**config.mk**
```make
export PLATFORM = sky130hd
export DESIGN_NAME = axi4_lite_master_ctrl
export DESIGN_NICKNAME = d
export VERILOG_FILES = /design/src/rtl/axi4_lite_pkg.sv /design/src/rtl/axi4_lite_watchdog.sv /design/src/rtl/axi4_lite_master_ctrl.sv
export SDC_FILE = /design/constraint.sdc
export NUM_CORES = 1
export LEC_CHECK = 0
export CORE_UTILIZATION = 39
export DETAILED_ROUTE_END_ITERATION = 10
export PLACE_DENSITY = 0.8
export SYNTH_ARGS = -nofsm -noshare
export SYNTH_HDL_FRONTEND = slang
export SYNTH_SLANG_ARGS = --single-unit
export TNS_END_PERCENT = 10
```
**constraint.sdc**
```tcl
create_clock -name iClock -period 1.81 [get_ports iClock]
set_input_delay 0.362 -clock iClock [delete_from_list [all_inputs] [get_ports iClock]]
set_output_delay 0.362 -clock iClock [all_outputs]
set_load 0.05 [all_outputs]
```
**src/rtl/axi4_lite_pkg.sv**
```systemverilog
// Shared types for the AXI4-Lite master: response codes and engine state encodings.
// The optional watchdog is enabled with the AXI4_TIMEOUT_EN macro.
package axi4_lite_pkg;

    localparam logic [1:0] RESP_OKAY   = 2'b00;
    localparam logic [1:0] RESP_EXOKAY = 2'b01;
    localparam logic [1:0] RESP_SLVERR = 2'b10;
    localparam logic [1:0] RESP_DECERR = 2'b11;

    typedef enum logic [1:0] {
        RD_IDLE = 2'd0,
        RD_ADDR = 2'd1,
        RD_DATA = 2'd2
    } rd_state_e;

    typedef enum logic [1:0] {
        WR_IDLE      = 2'd0,
        WR_ADDR_DATA = 2'd1,
        WR_RESP      = 2'd2
    } wr_state_e;

endpackage

```
**src/rtl/axi4_lite_watchdog.sv**
```systemverilog
// Per-engine cycle counter: counts busy cycles and flags a timeout on the
// LIMIT-th one. Only instantiated when AXI4_TIMEOUT_EN is defined.
module axi4_lite_watchdog #(
    parameter int unsigned LIMIT = 1024
) (
    input  logic clk_i,
    input  logic rst_ni,
    input  logic active_i,
    output logic timeout_o
);
    localparam int CW = $clog2(LIMIT + 1);

    logic [CW-1:0] cnt_q;

    always_ff @(posedge clk_i or negedge rst_ni) begin
        if (!rst_ni) begin
            cnt_q <= '0;
        end else if (!active_i) begin
            cnt_q <= '0;
        end else begin
            cnt_q <= cnt_q + 1'b1;
        end
    end

    // cnt_q holds the number of busy cycles already completed, so this fires in the last allowed one.
    assign timeout_o = active_i && (cnt_q == CW'(LIMIT - 1));

endmodule

```
**src/rtl/axi4_lite_master_ctrl.sv**
```systemverilog
// AXI4-Lite master with independent read and write engines driven by simple
// valid/ready requests. Define AXI4_TIMEOUT_EN to add a per-engine watchdog.
module axi4_lite_master_ctrl
    import axi4_lite_pkg::*;
#(
    parameter int ADDR_WIDTH     = 32,
    parameter int DATA_WIDTH     = 32,
    parameter int TIMEOUT_CYCLES = 1024,
    localparam int STRB_WIDTH    = DATA_WIDTH / 8
) (
    input  logic                  iClock,
    input  logic                  iReset,
    // Handshakes: a transfer happens on a rising edge where valid && ready;
    // a valid, once raised, is held with stable payload until that edge.
    input  logic                  iRdReqValid,
    output logic                  oRdReqReady,
    input  logic [ADDR_WIDTH-1:0] iRdReqAddr,
    output logic                  oRdRspValid,
    output logic [DATA_WIDTH-1:0] oRdRspData,
    output logic [1:0]            oRdRspResp,
    input  logic                  iWrReqValid,
    output logic                  oWrReqReady,
    input  logic [ADDR_WIDTH-1:0] iWrReqAddr,
    input  logic [DATA_WIDTH-1:0] iWrReqData,
    input  logic [STRB_WIDTH-1:0] iWrReqStrb,
    output logic                  oWrRspValid,
    output logic [1:0]            oWrRspResp,
    output logic [1:0]            oDbgRdState,
    output logic [1:0]            oDbgWrState,
    input  logic                  pAXI4_ar_ready,
    output logic                  pAXI4_ar_valid,
    output logic [ADDR_WIDTH-1:0] pAXI4_ar_bits_addr,
    input  logic                  pAXI4_r_valid,
    input  logic [DATA_WIDTH-1:0] pAXI4_r_bits_data,
    input  logic [1:0]            pAXI4_r_bits_resp,
    output logic                  pAXI4_r_ready,
    input  logic                  pAXI4_aw_ready,
    output logic                  pAXI4_aw_valid,
    output logic [ADDR_WIDTH-1:0] pAXI4_aw_bits_addr,
    input  logic                  pAXI4_w_ready,
    output logic                  pAXI4_w_valid,
    output logic [DATA_WIDTH-1:0] pAXI4_w_bits_data,
    output logic [STRB_WIDTH-1:0] pAXI4_w_bits_strb,
    input  logic                  pAXI4_b_valid,
    input  logic [1:0]            pAXI4_b_bits_resp,
    output logic                  pAXI4_b_ready
);

    rd_state_e             rd_state_q;
    logic [ADDR_WIDTH-1:0] rd_addr_q;
    logic [DATA_WIDTH-1:0] rd_data_q;
    logic [1:0]            rd_resp_q;
    logic                  rd_rsp_valid_q;

    wr_state_e             wr_state_q;
    logic [ADDR_WIDTH-1:0] wr_addr_q;
    logic [DATA_WIDTH-1:0] wr_data_q;
    logic [STRB_WIDTH-1:0] wr_strb_q;
    logic [1:0]            wr_resp_q;
    logic                  wr_rsp_valid_q;
    logic                  aw_valid_q, w_valid_q;
    logic                  aw_done_q, w_done_q;

    logic rd_timeout, wr_timeout;
    logic aw_fire, w_fire;

`ifdef AXI4_TIMEOUT_EN
    axi4_lite_watchdog #(.LIMIT(TIMEOUT_CYCLES)) u_rd_wdog (
        .clk_i    (iClock),
        .rst_ni   (iReset),
        .active_i (rd_state_q != RD_IDLE),
        .timeout_o(rd_timeout)
    );

    axi4_lite_watchdog #(.LIMIT(TIMEOUT_CYCLES)) u_wr_wdog (
        .clk_i    (iClock),
        .rst_ni   (iReset),
        .active_i (wr_state_q != WR_IDLE),
        .timeout_o(wr_timeout)
    );
`else
    assign rd_timeout = 1'b0;
    assign wr_timeout = 1'b0;
`endif

    // Read engine; a watchdog expiry overrides any handshake in the same cycle.
    always_ff @(posedge iClock or negedge iReset) begin
        if (!iReset) begin
            rd_state_q     <= RD_IDLE;
            rd_addr_q      <= '0;
            rd_data_q      <= '0;
            rd_resp_q      <= RESP_OKAY;
            rd_rsp_valid_q <= 1'b0;
        end else begin
            rd_rsp_valid_q <= 1'b0;
            if (rd_timeout) begin
                rd_state_q     <= RD_IDLE;
                rd_data_q      <= '0;
                rd_resp_q      <= RESP_DECERR;
                rd_rsp_valid_q <= 1'b1;
            end else begin
                case (rd_state_q)
                    RD_IDLE: begin
                        if (iRdReqValid) begin
                            rd_addr_q  <= iRdReqAddr;
                            rd_state_q <= RD_ADDR;
                        end
                    end
                    RD_ADDR: begin
                        if (pAXI4_ar_ready) rd_state_q <= RD_DATA;
                    end
                    RD_DATA: begin
                        if (pAXI4_r_valid) begin
                            rd_data_q      <= pAXI4_r_bits_data;
                            rd_resp_q      <= pAXI4_r_bits_resp;
                            rd_rsp_valid_q <= 1'b1;
                            rd_state_q     <= RD_IDLE;
                        end
                    end
                    default: rd_state_q <= RD_IDLE;
                endcase
            end
        end
    end

    assign aw_fire = aw_valid_q && pAXI4_aw_ready;
    assign w_fire  = w_valid_q && pAXI4_w_ready;

    // Write engine: AW and W complete in either order, or together.
    always_ff @(posedge iClock or negedge iReset) begin
        if (!iReset) begin
            wr_state_q     <= WR_IDLE;
            wr_addr_q      <= '0;
            wr_data_q      <= '0;
            wr_strb_q      <= '0;
            wr_resp_q      <= RESP_OKAY;
            wr_rsp_valid_q <= 1'b0;
            aw_valid_q     <= 1'b0;
            w_valid_q      <= 1'b0;
            aw_done_q      <= 1'b0;
            w_done_q       <= 1'b0;
        end else begin
            wr_rsp_valid_q <= 1'b0;
            if (wr_timeout) begin
                wr_state_q     <= WR_IDLE;
                wr_resp_q      <= RESP_DECERR;
                wr_rsp_valid_q <= 1'b1;
                aw_valid_q     <= 1'b0;
                w_valid_q      <= 1'b0;
                aw_done_q      <= 1'b0;
                w_done_q       <= 1'b0;
            end else begin
                case (wr_state_q)
                    WR_IDLE: begin
                        if (iWrReqValid) begin
                            wr_addr_q  <= iWrReqAddr;
                            wr_data_q  <= iWrReqData;
                            wr_strb_q  <= iWrReqStrb;
                            aw_valid_q <= 1'b1;
                            w_valid_q  <= 1'b1;
                            wr_state_q <= WR_ADDR_DATA;
                        end
                    end
                    WR_ADDR_DATA: begin
                        if (aw_fire) begin
                            aw_valid_q <= 1'b0;
                            aw_done_q  <= 1'b1;
                        end
                        if (w_fire) begin
                            w_valid_q <= 1'b0;
                            w_done_q  <= 1'b1;
                        end
                        if ((aw_done_q || aw_fire) && (w_done_q || w_fire)) begin
                            aw_done_q  <= 1'b0;
                            w_done_q   <= 1'b0;
                            wr_state_q <= WR_RESP;
                        end
                    end
                    WR_RESP: begin
                        if (pAXI4_b_valid) begin
                            wr_resp_q      <= pAXI4_b_bits_resp;
                            wr_rsp_valid_q <= 1'b1;
                            wr_state_q     <= WR_IDLE;
                        end
                    end
                    default: wr_state_q <= WR_IDLE;
                endcase
            end
        end
    end

    assign oRdReqReady        = (rd_state_q == RD_IDLE);
    assign oRdRspValid        = rd_rsp_valid_q;
    assign oRdRspData         = rd_data_q;
    assign oRdRspResp         = rd_resp_q;
    assign pAXI4_ar_valid     = (rd_state_q == RD_ADDR);
    assign pAXI4_ar_bits_addr = rd_addr_q;
    assign pAXI4_r_ready      = (rd_state_q == RD_DATA);

    assign oWrReqReady        = (wr_state_q == WR_IDLE);
    assign oWrRspValid        = wr_rsp_valid_q;
    assign oWrRspResp         = wr_resp_q;
    assign pAXI4_aw_valid     = aw_valid_q;
    assign pAXI4_aw_bits_addr = wr_addr_q;
    assign pAXI4_w_valid      = w_valid_q;
    assign pAXI4_w_bits_data  = wr_data_q;
    assign pAXI4_w_bits_strb  = wr_strb_q;
    assign pAXI4_b_ready      = (wr_state_q == WR_RESP);

    assign oDbgRdState = rd_state_q;
    assign oDbgWrState = wr_state_q;

endmodule

```
# Word-level counts from Yosys, hierarchy flattened
# Index checks and enable logic that the tools add are counted.
dict set report op_classes {
  addsub 0
  multipliers 0
  div 0
  n_lt_le_gt_ge 0
  eq_ne 12
  shift 0
  n_mux 21
  bitwise 0
  reduce_logical 20
}
# op count
set op_table {}
lappend op_table {{inequality test 2 bit, second input constant} 8}
lappend op_table {{two-way mux 2 bit} 6}
lappend op_table {{one-hot mux 2 bit (3 select lines)} 2}
lappend op_table {{AND reduction 2 bit} 6}
lappend op_table {{AND reduction 3 bit} 4}
lappend op_table {{two-way mux 1 bit} 11}
lappend op_table {{nonzero test 2 bit} 3}
lappend op_table {{== test 2 x 1 -> 1 bit, second input constant} 2}
lappend op_table {{== test 2 bit, second input constant} 2}
lappend op_table {{zero test 2 bit} 2}
lappend op_table {{one-hot mux 1 bit (2 select lines)} 2}
lappend op_table {{logical AND 1 bit} 3}
lappend op_table {{logical OR 1 bit} 2}
dict set report word_totals {
  ff_bits 146
  latch_bits 0
  ramBits 0
  romBits 0
  inputBits 145
  word_cells 68
  memories 0
}

# Depth between registers and ports, before layout
# Gate-level depths: netlist of the first run.
dict set report logic_depth {
  depth_word 5
  ltp_mapped 6
  ltp_nobuf 3
}

# Worst setup path after synthesis of the first run
# Ideal clock, no wire load.
dict set report synth_path {
  kind {register -> register}
  start {register rd_state_q[1] (netlist: oDbgRdState[1])}
  end {register rd_addr_q[10] (netlist: pAXI4_ar_bits_addr[10])}
  setup_time_ns 0.125
  t_arrival_ns 2.228
  required_time_ns 1.685
  setup_slack_ns -0.543
  stages_incl_launch_ff 6
  path_buffers 2
  cell_sequence {dfrtp_1 > nor2_1 > and2_1 > buf_2 > buf_2 > mux2_2}
}
dict set report synth_between {
  elab_chain_cells 2
}
# item line_no
set synth_lines {}
lappend synth_lines {{start, declared} axi4_lite_master_ctrl.sv:49} ;# rd_state_e rd_state_q;
lappend synth_lines {{start signal, assigned} axi4_lite_master_ctrl.sv:89} ;# rd_state_q <= RD_IDLE;
lappend synth_lines {{start signal, assigned} axi4_lite_master_ctrl.sv:97} ;# rd_state_q <= RD_IDLE;
lappend synth_lines {{start signal, assigned} axi4_lite_master_ctrl.sv:106} ;# rd_state_q <= RD_ADDR;
lappend synth_lines {{zero test 2 bit} --}
lappend synth_lines {{named net oRdReqReady} axi4_lite_master_ctrl.sv:16} ;# output logic oRdReqReady,
lappend synth_lines {{AND reduction 2 bit (no line)} --}
lappend synth_lines {{end signal, assigned} axi4_lite_master_ctrl.sv:105} ;# rd_addr_q <= iRdReqAddr;
lappend synth_lines {{end, declared} axi4_lite_master_ctrl.sv:50} ;# logic [ADDR_WIDTH-1:0] rd_addr_q;
# The timed path passes the listed nets, and every way through them passes these cells.
# A chain may end at the register's enable or synchronous reset.

# Final worst setup path of the first run
dict set report layout_path {
  start {register wr_state_q[0] (netlist: oDbgWrState[0])}
  end {output port oWrReqReady}
}
dict set report layout_between {
  elab_chain_cells 1
}
# item line_no
set layout_lines {}
lappend layout_lines {{start, declared} axi4_lite_master_ctrl.sv:55} ;# wr_state_e wr_state_q;
lappend layout_lines {{start signal, assigned} axi4_lite_master_ctrl.sv:132} ;# wr_state_q <= WR_IDLE;
lappend layout_lines {{start signal, assigned} axi4_lite_master_ctrl.sv:145} ;# wr_state_q <= WR_IDLE;
lappend layout_lines {{start signal, assigned} axi4_lite_master_ctrl.sv:161} ;# wr_state_q <= WR_ADDR_DATA;
lappend layout_lines {{zero test 2 bit} axi4_lite_master_ctrl.sv:200} ;# assign oWrReqReady = (wr_state_q == WR_IDLE);
lappend layout_lines {{end, declared} axi4_lite_master_ctrl.sv:22} ;# output logic oWrReqReady,
# No other way between the ends.

==> flow_summary_export.csv, run 1 <==
group,metric,value,unit
status,outcome,"complete, no violations",
setup_path,worstPathRequired,1.45,ns
synth,ys_types,22,
clocking,cts_buffer_depth,2,
detailed_routing,met2WireLength,7.58,mm
synth,synthMuxAreaShare,0.283,
global_route,grt_max_degree,46,
sta,tightest_slew,0.420,ns
floorplan,core_area,13900,sq um
flow_run,cap_violations,0,
synth,ys.flop_type,"dfrtp_1",
finish,nets,792,
synth,synthAdderAreaFrac,0,
global_route,grt_util_all_layers,0.200,
synth,yosysTopAreaCell,"dfrtp_1",
synth,syn_nets,480,
floorplan,die_h,121,microns
sta,max_freq,0.580,GHz
synth,synth_simple_gate_area_frac,0.0187,
clocking,cts_tree,"built",
synth,ys_seq_elements,146,
clocking,root_buffer,"clkbuf_16",
detailed_routing,drt-wirelength-per-cell,17.1,microns
clocking,cts_made_buffers,17,
finish,layout_commonest_cell,"buf_4",
floorplan,floorplan.rows,43,
finish,syn2layout_area_growth,64.4,%
global_route,grt.overflow.total,0,
detailed_routing,route.met3.wl,1.08,mm
min_path,hold_path.class,"input port to asynchronous set/reset pin",
floorplan,start_util,0.399,
detailed_routing,top_layer,"met4",
setup_path,end_kind,"output port",
finish,num_antenna_cells,0,
setup_path,path_max_fanout,7,
sta,worst_slack,0.0869,ns
detailed_routing,wl_met1,5.20,mm
synth,yosys_warnings,0,
detailed_routing,ant_nets,0,
synth,ys_async_sr_fraction,1.00,
placed_design,io_buffers,293,
setup_path,worst-setup-path-type,"flop to output port",
floorplan,die_w,121,microns
detailed_routing,viasPerCell,4.74,
synth,netlist_area,5540,sq um
sta,hold_viol,0,
sta,fin_crit,1.72,ns
global_route,antenna_found_initial,0,
clocking,cts_max_level,4,
setup_path,critical_path.cell_chain,"buf_4 -> nor2_1 -> buf_12",
detailed_routing,dr.pass1.iters,4,
setup_path,cp_slowest_stage_delay,0.41,ns
setup_path,cp-start-kind,"flop",
floorplan,io_pins,294,
sta,setup_viol,0,
sta,slew_violations,0,
clocking,clk_pin_slew,0.06,ns
detailed_routing,dr_total_vias,3980,
synth,synth_area_leaders,"dfrtp_1 (66%), mux2_2 (26%), mux2_4 (2.4%)",
sta,slew_headroom,0.720,
setup_path,arrival,1.36,ns
sta,rsz0062_at_grt,"false",
finish,mostFrequentLayoutCells,"buf_4 (151), dfrtp_1 (144), clkdlybuf4s50_1 (143)",
synth,syn_area_per_cell,16.5,sq um
sta,skew,0.00537,ns
clocking,insertion_delay,0.41,ns
detailed_routing,drc,0,
synth,synth_xor_area_frac,0,
synth,yosysTopAreaCellShare,0.660,
placed_design,pre_cts_slack,-0.230,ns
synth,synth_edf_count,0,
global_route,grt_pass1_vias,4248,
detailed_routing,drt-total-wl,14.4,mm
synth,synth_compound_area_frac,0.0136,
detailed_routing,drtIter0Drc,99,
synth,yosysSeqAreaShare,0.660,
clocking,cts_resized,0,
synth,syn_inst,335,
floorplan,dieArea,14700,sq um
finish,final_core_util,0.656,
placed_design,gp_congestion,0.741,
finish,drive_gt1_frac,0.513,
synth,synth_top_family_by_area,"multiplexers",
setup_path,crit_path_top_delay_cell,"dfrtp_1",
global_route,grt_pass1_wl,22.0,mm
clocking,cts.sinks,146,
sta,finalCritPeriodShare,0.952,
placed_design,place_hpwl,10.9,mm
[per-stage QoR]
step | TNS [ns] | std cells | hold slack, ns | area (sq um)
2_1_floorplan | -0.494 | 335 | 0.0664 | 5560
3_3_place_gp | -10.77 | 807 | 0.313 | 8480
3_5_place_dp | -14.10 | 807 | 0.313 | 8480
4_1_cts | 0 | 839 | 0.440 | 9110
5_1_grt | 0 | 839 | 0.481 | 9110
6_report | 0 | 839 | 0.479 | 9110
[worst max-delay path: cells and delay by family, from the launching register on]
family | cells | cell delay, ns
simple gates | 1 | 0.20
flops | 1 | 0.41
buf+inv | 2 | 0.36
[repair_timing]
item	in CTS	in global routing
endpoints found under the hold margin	38	0
setup buffers	0	0
hold buffers	1	0
[registers in the layout (all words and copies together) (netlist names)]
name,cells
pAXI4_aw_bits_addr,32
pAXI4_w_valid,1
oRdRspData,32
pAXI4_ar_bits_addr,32
w_done_q,1
oDbgRdState,2
pAXI4_w_bits_strb,4
oWrRspValid,1
oRdRspValid,1
oRdRspResp,2
oWrRspResp,2
aw_done_q,1
oDbgWrState,2
pAXI4_aw_valid,1
pAXI4_w_bits_data,32
[area by class of cell]
| cell class | count | area, sq um |
|---|---|---|
| fill | 1010 | 4770 |
| inverter | 7 | 26.3 |
| sequential | 146 | 3660 |
| timing repair buffer | 308 | 2830 |
| clock buffer | 21 | 480 |
| multi-input combinational | 167 | 1760 |
| clock inverter | 10 | 131 |
| tap | 180 | 225 |
[kinds of logic (layout without fill, tap and decap cells)]
| group | after synthesis | count (layout) |
|---|---|---|
| DFF | 146 | 146 |
| muxes | 136 | 136 |
| buffers and inverters | 22 | 346 |
| and+or+nand+nor | 19 | 19 |
| AOI/OAI and AO/OA | 12 | 12 |
[Yosys cell counts (2+ instances only)]
cell type / count
buf_6: 2
mux2_2: 127
buf_4: 5
dfrtp_1: 146
mux2_4: 9
a22o_1: 2
buf_2: 7
o21ai_0: 4
a21oi_1: 2
a31oi_1: 2
inv_1: 7
nor2_1: 9
nor2b_1: 3
and2b_1: 2
[final timing paths]
path,cells after the start,endpoint,from,slack (ns)
worst min-delay path,2,aw_done_q$_DFFE_PN0P_,iReset,0.48
min in group iClock,1,pAXI4_ar_bits_addr[7]$_DFFE_PN0P_,pAXI4_ar_bits_addr[7]$_DFFE_PN0P_,0.51
max in group asynchronous,3,pAXI4_w_bits_data[3]$_DFFE_PN0P_,iReset,0.75
worst max-delay path,3,oWrReqReady,oDbgWrState[0]$_DFFE_PN0P_,0.09
worst min register to register,1,pAXI4_ar_bits_addr[7]$_DFFE_PN0P_,pAXI4_ar_bits_addr[7]$_DFFE_PN0P_,0.51
worst max register to register,4,pAXI4_w_bits_data[24]$_DFFE_PN0P_,oDbgWrState[1]$_DFFE_PN0P_,0.21
[metal layers]
metal	vias to the layer above	GRT usage
met1	1955	0.214
li1	1802	-
met2	188	0.346
met3	35	0.0644
met5	-	0
met4	0	0.116
Power of run 1 is not shown: default switching activity piles up to over one toggle a cycle in this logic, so the estimate is an artifact.
==> run 2: changes to the inputs <==
- REMOVE_ABC_BUFFERS: not set -> 1
==> run 2 against run 1 <==
- wire length shrank 3.1%
- global-route usage fell by 0.46 points
- cell count is 0.12% lower
- via count shrank 0.40%
- sequential cell count unchanged
- first-iteration DRC count is 20% higher
- critical path type unchanged
- core utilization shrank 0.32 points
- sequential share of layout area up 0.17 points
- critical path depth fell by 1
- maximum frequency increased by 0.60%
- count of clock-buffer cells in the layout up 1
==> flow_summary_export.csv, run 2 (same netlist as run 1, synthesis figures left out) <==
group,metric,value,unit
clocking,insertion_delay,0.41,ns
detailed_routing,drt-total-wl,13.9,mm
detailed_routing,drtIter0Drc,119,
clocking,root_buffer,"clkbuf_16",
sta,slew_headroom,0.736,
setup_path,end_kind,"output port",
detailed_routing,dr.pass1.iters,4,
placed_design,place_hpwl,10.5,mm
finish,final_area,9060,sq um
finish,fillers,1005,
sta,finalCritPeriodShare,0.946,
detailed_routing,drt-wirelength-per-cell,16.6,microns
global_route,grt_pass1_vias,4308,
global_route,grt.overflow.total,0,
floorplan,die_w,121,microns
floorplan,core_area,13900,sq um
sta,fin_crit,1.71,ns
setup_path,r2r_cells,4,
global_route,grt_util_all_layers,0.196,
setup_path,cp-start-kind,"flop",
floorplan,io_pins,294,
sta,skew,0.00578,ns
placed_design,placed_cell_area,8450,sq um
clocking,clk_pin_slew,0.06,ns
global_route,grt_max_degree,42,
global_route,grt_pass1_wl,21.6,mm
placed_design,gp_congestion,0.793,
detailed_routing,ant_nets,0,
flow_run,cap_violations,0,
finish,syn2layout_area_growth,63.6,%
finish,drive_gt1_frac,0.503,
floorplan,dieArea,14700,sq um
clocking,cts_tree,"built",
finish,num_antenna_cells,0,
finish,nets,791,
setup_path,worst-setup-path-type,"flop to output port",
sta,tightest_slew,0.396,ns
clocking,cts_max_level,4,
floorplan,floorplan.rows,43,
sta,slew_violations,0,
setup_path,arrival,1.35,ns
sta,setup_viol,0,
finish,layout_commonest_cell,"buf_4",
sta,rsz0062_at_grt,"false",
floorplan,die_h,121,microns
status,outcome,"complete, no violations",
sta,max_freq,0.584,GHz
setup_path,worstPathRequired,1.45,ns
detailed_routing,dr_total_vias,3964,
clocking,cts_made_buffers,17,
detailed_routing,viasPerCell,4.73,
finish,mostFrequentLayoutCells,"buf_4 (151), dfrtp_1 (146), clkdlybuf4s50_1 (143)",
setup_path,path_max_fanout,8,
floorplan,start_util,0.399,
global_route,antenna_found_initial,0,
sta,hold_viol,0,
clocking,cts_buffer_depth,2,
clocking,cts.sinks,146,
placed_design,io_buffers,293,
min_path,hold_path.class,"input port to asynchronous set/reset pin",
detailed_routing,drc,0,
run 2: changes by cell type in the layout (fill, tap and decap cells not counted), moves of 2 or more:
cell      previous run  this run
clkbuf_1             0         2
clkinv_2             5         3
dfrtp_1            144       146
dfrtp_2              2         0
run 2: final cells by class:
cell class,count,area [sq um],share of cell area
sequential,146,3650,0.403
timing repair buffer,307,2810,0.310
multi-input combinational,167,1750,0.193
clock buffer,22,474,0.0523
tap,180,225,0.0249
clock inverter,9,130,0.0144
inverter,7,26.3,0.00290
run 2: worst max-delay path, stage by stage, from the launching register on:
cell,delay (ns)
dfrtp_1,0.49
nor2b_2,0.28
buf_12,0.17
run 2: worst paths after layout:
check | from | to | slack [ns]
max reg2reg | oDbgWrState[1]$_DFFE_PN0P_ | pAXI4_w_bits_data[15]$_DFFE_PN0P_ | 0.28
max in group asynchronous | iReset | pAXI4_w_bits_data[15]$_DFFE_PN0P_ | 0.79
min reg2reg | oRdRspData[0]$_DFFE_PN0P_ | oRdRspData[0]$_DFFE_PN0P_ | 0.50
min | iReset | pAXI4_ar_bits_addr[14]$_DFFE_PN0P_ | 0.44
max | oDbgWrState[0]$_DFFE_PN0P_ | pAXI4_b_ready | 0.1
min in group iClock | oRdRspData[0]$_DFFE_PN0P_ | oRdRspData[0]$_DFFE_PN0P_ | 0.50
run 2: stage by stage:
step / instances / hold slack [ns] / setup slack [ns] / util / setup TNS [ns]
finish: 838 / 0.440 / 0.0972 / 0.653 / 0
global route: 838 / 0.462 / 0.00997 / 0.653 / 0
CTS: 838 / 0.433 / 0.0661 / 0.653 / 0
detailed placement: 806 / 0.305 / -0.156 / 0.608 / -7.96
global placement: 806 / 0.305 / -0.129 / 0.608 / -7.95
floorplan: 320 / 0.0664 / -0.979 / - / -95.96
run 2: what timing repair did:
action                     CTS  global route
hold buffers                 1             0
setup endpoints to repair    1             0
gates resized for setup      1             0
setup buffers                0             0
hold endpoints to repair    34             0
run 2: layer usage:
| metal | vias up | GRT usage | share of wire |
|---|---|---|---|
| met5 | - | 0 | 0 |
| met4 | 0 | 0.0980 | 0.035 |
| met3 | 35 | 0.0761 | 0.080 |
| met2 | 191 | 0.337 | 0.51 |
| met1 | 1952 | 0.208 | 0.37 |
| li1 | 1786 | - | - |
Power of run 2 is left out for the same reason.
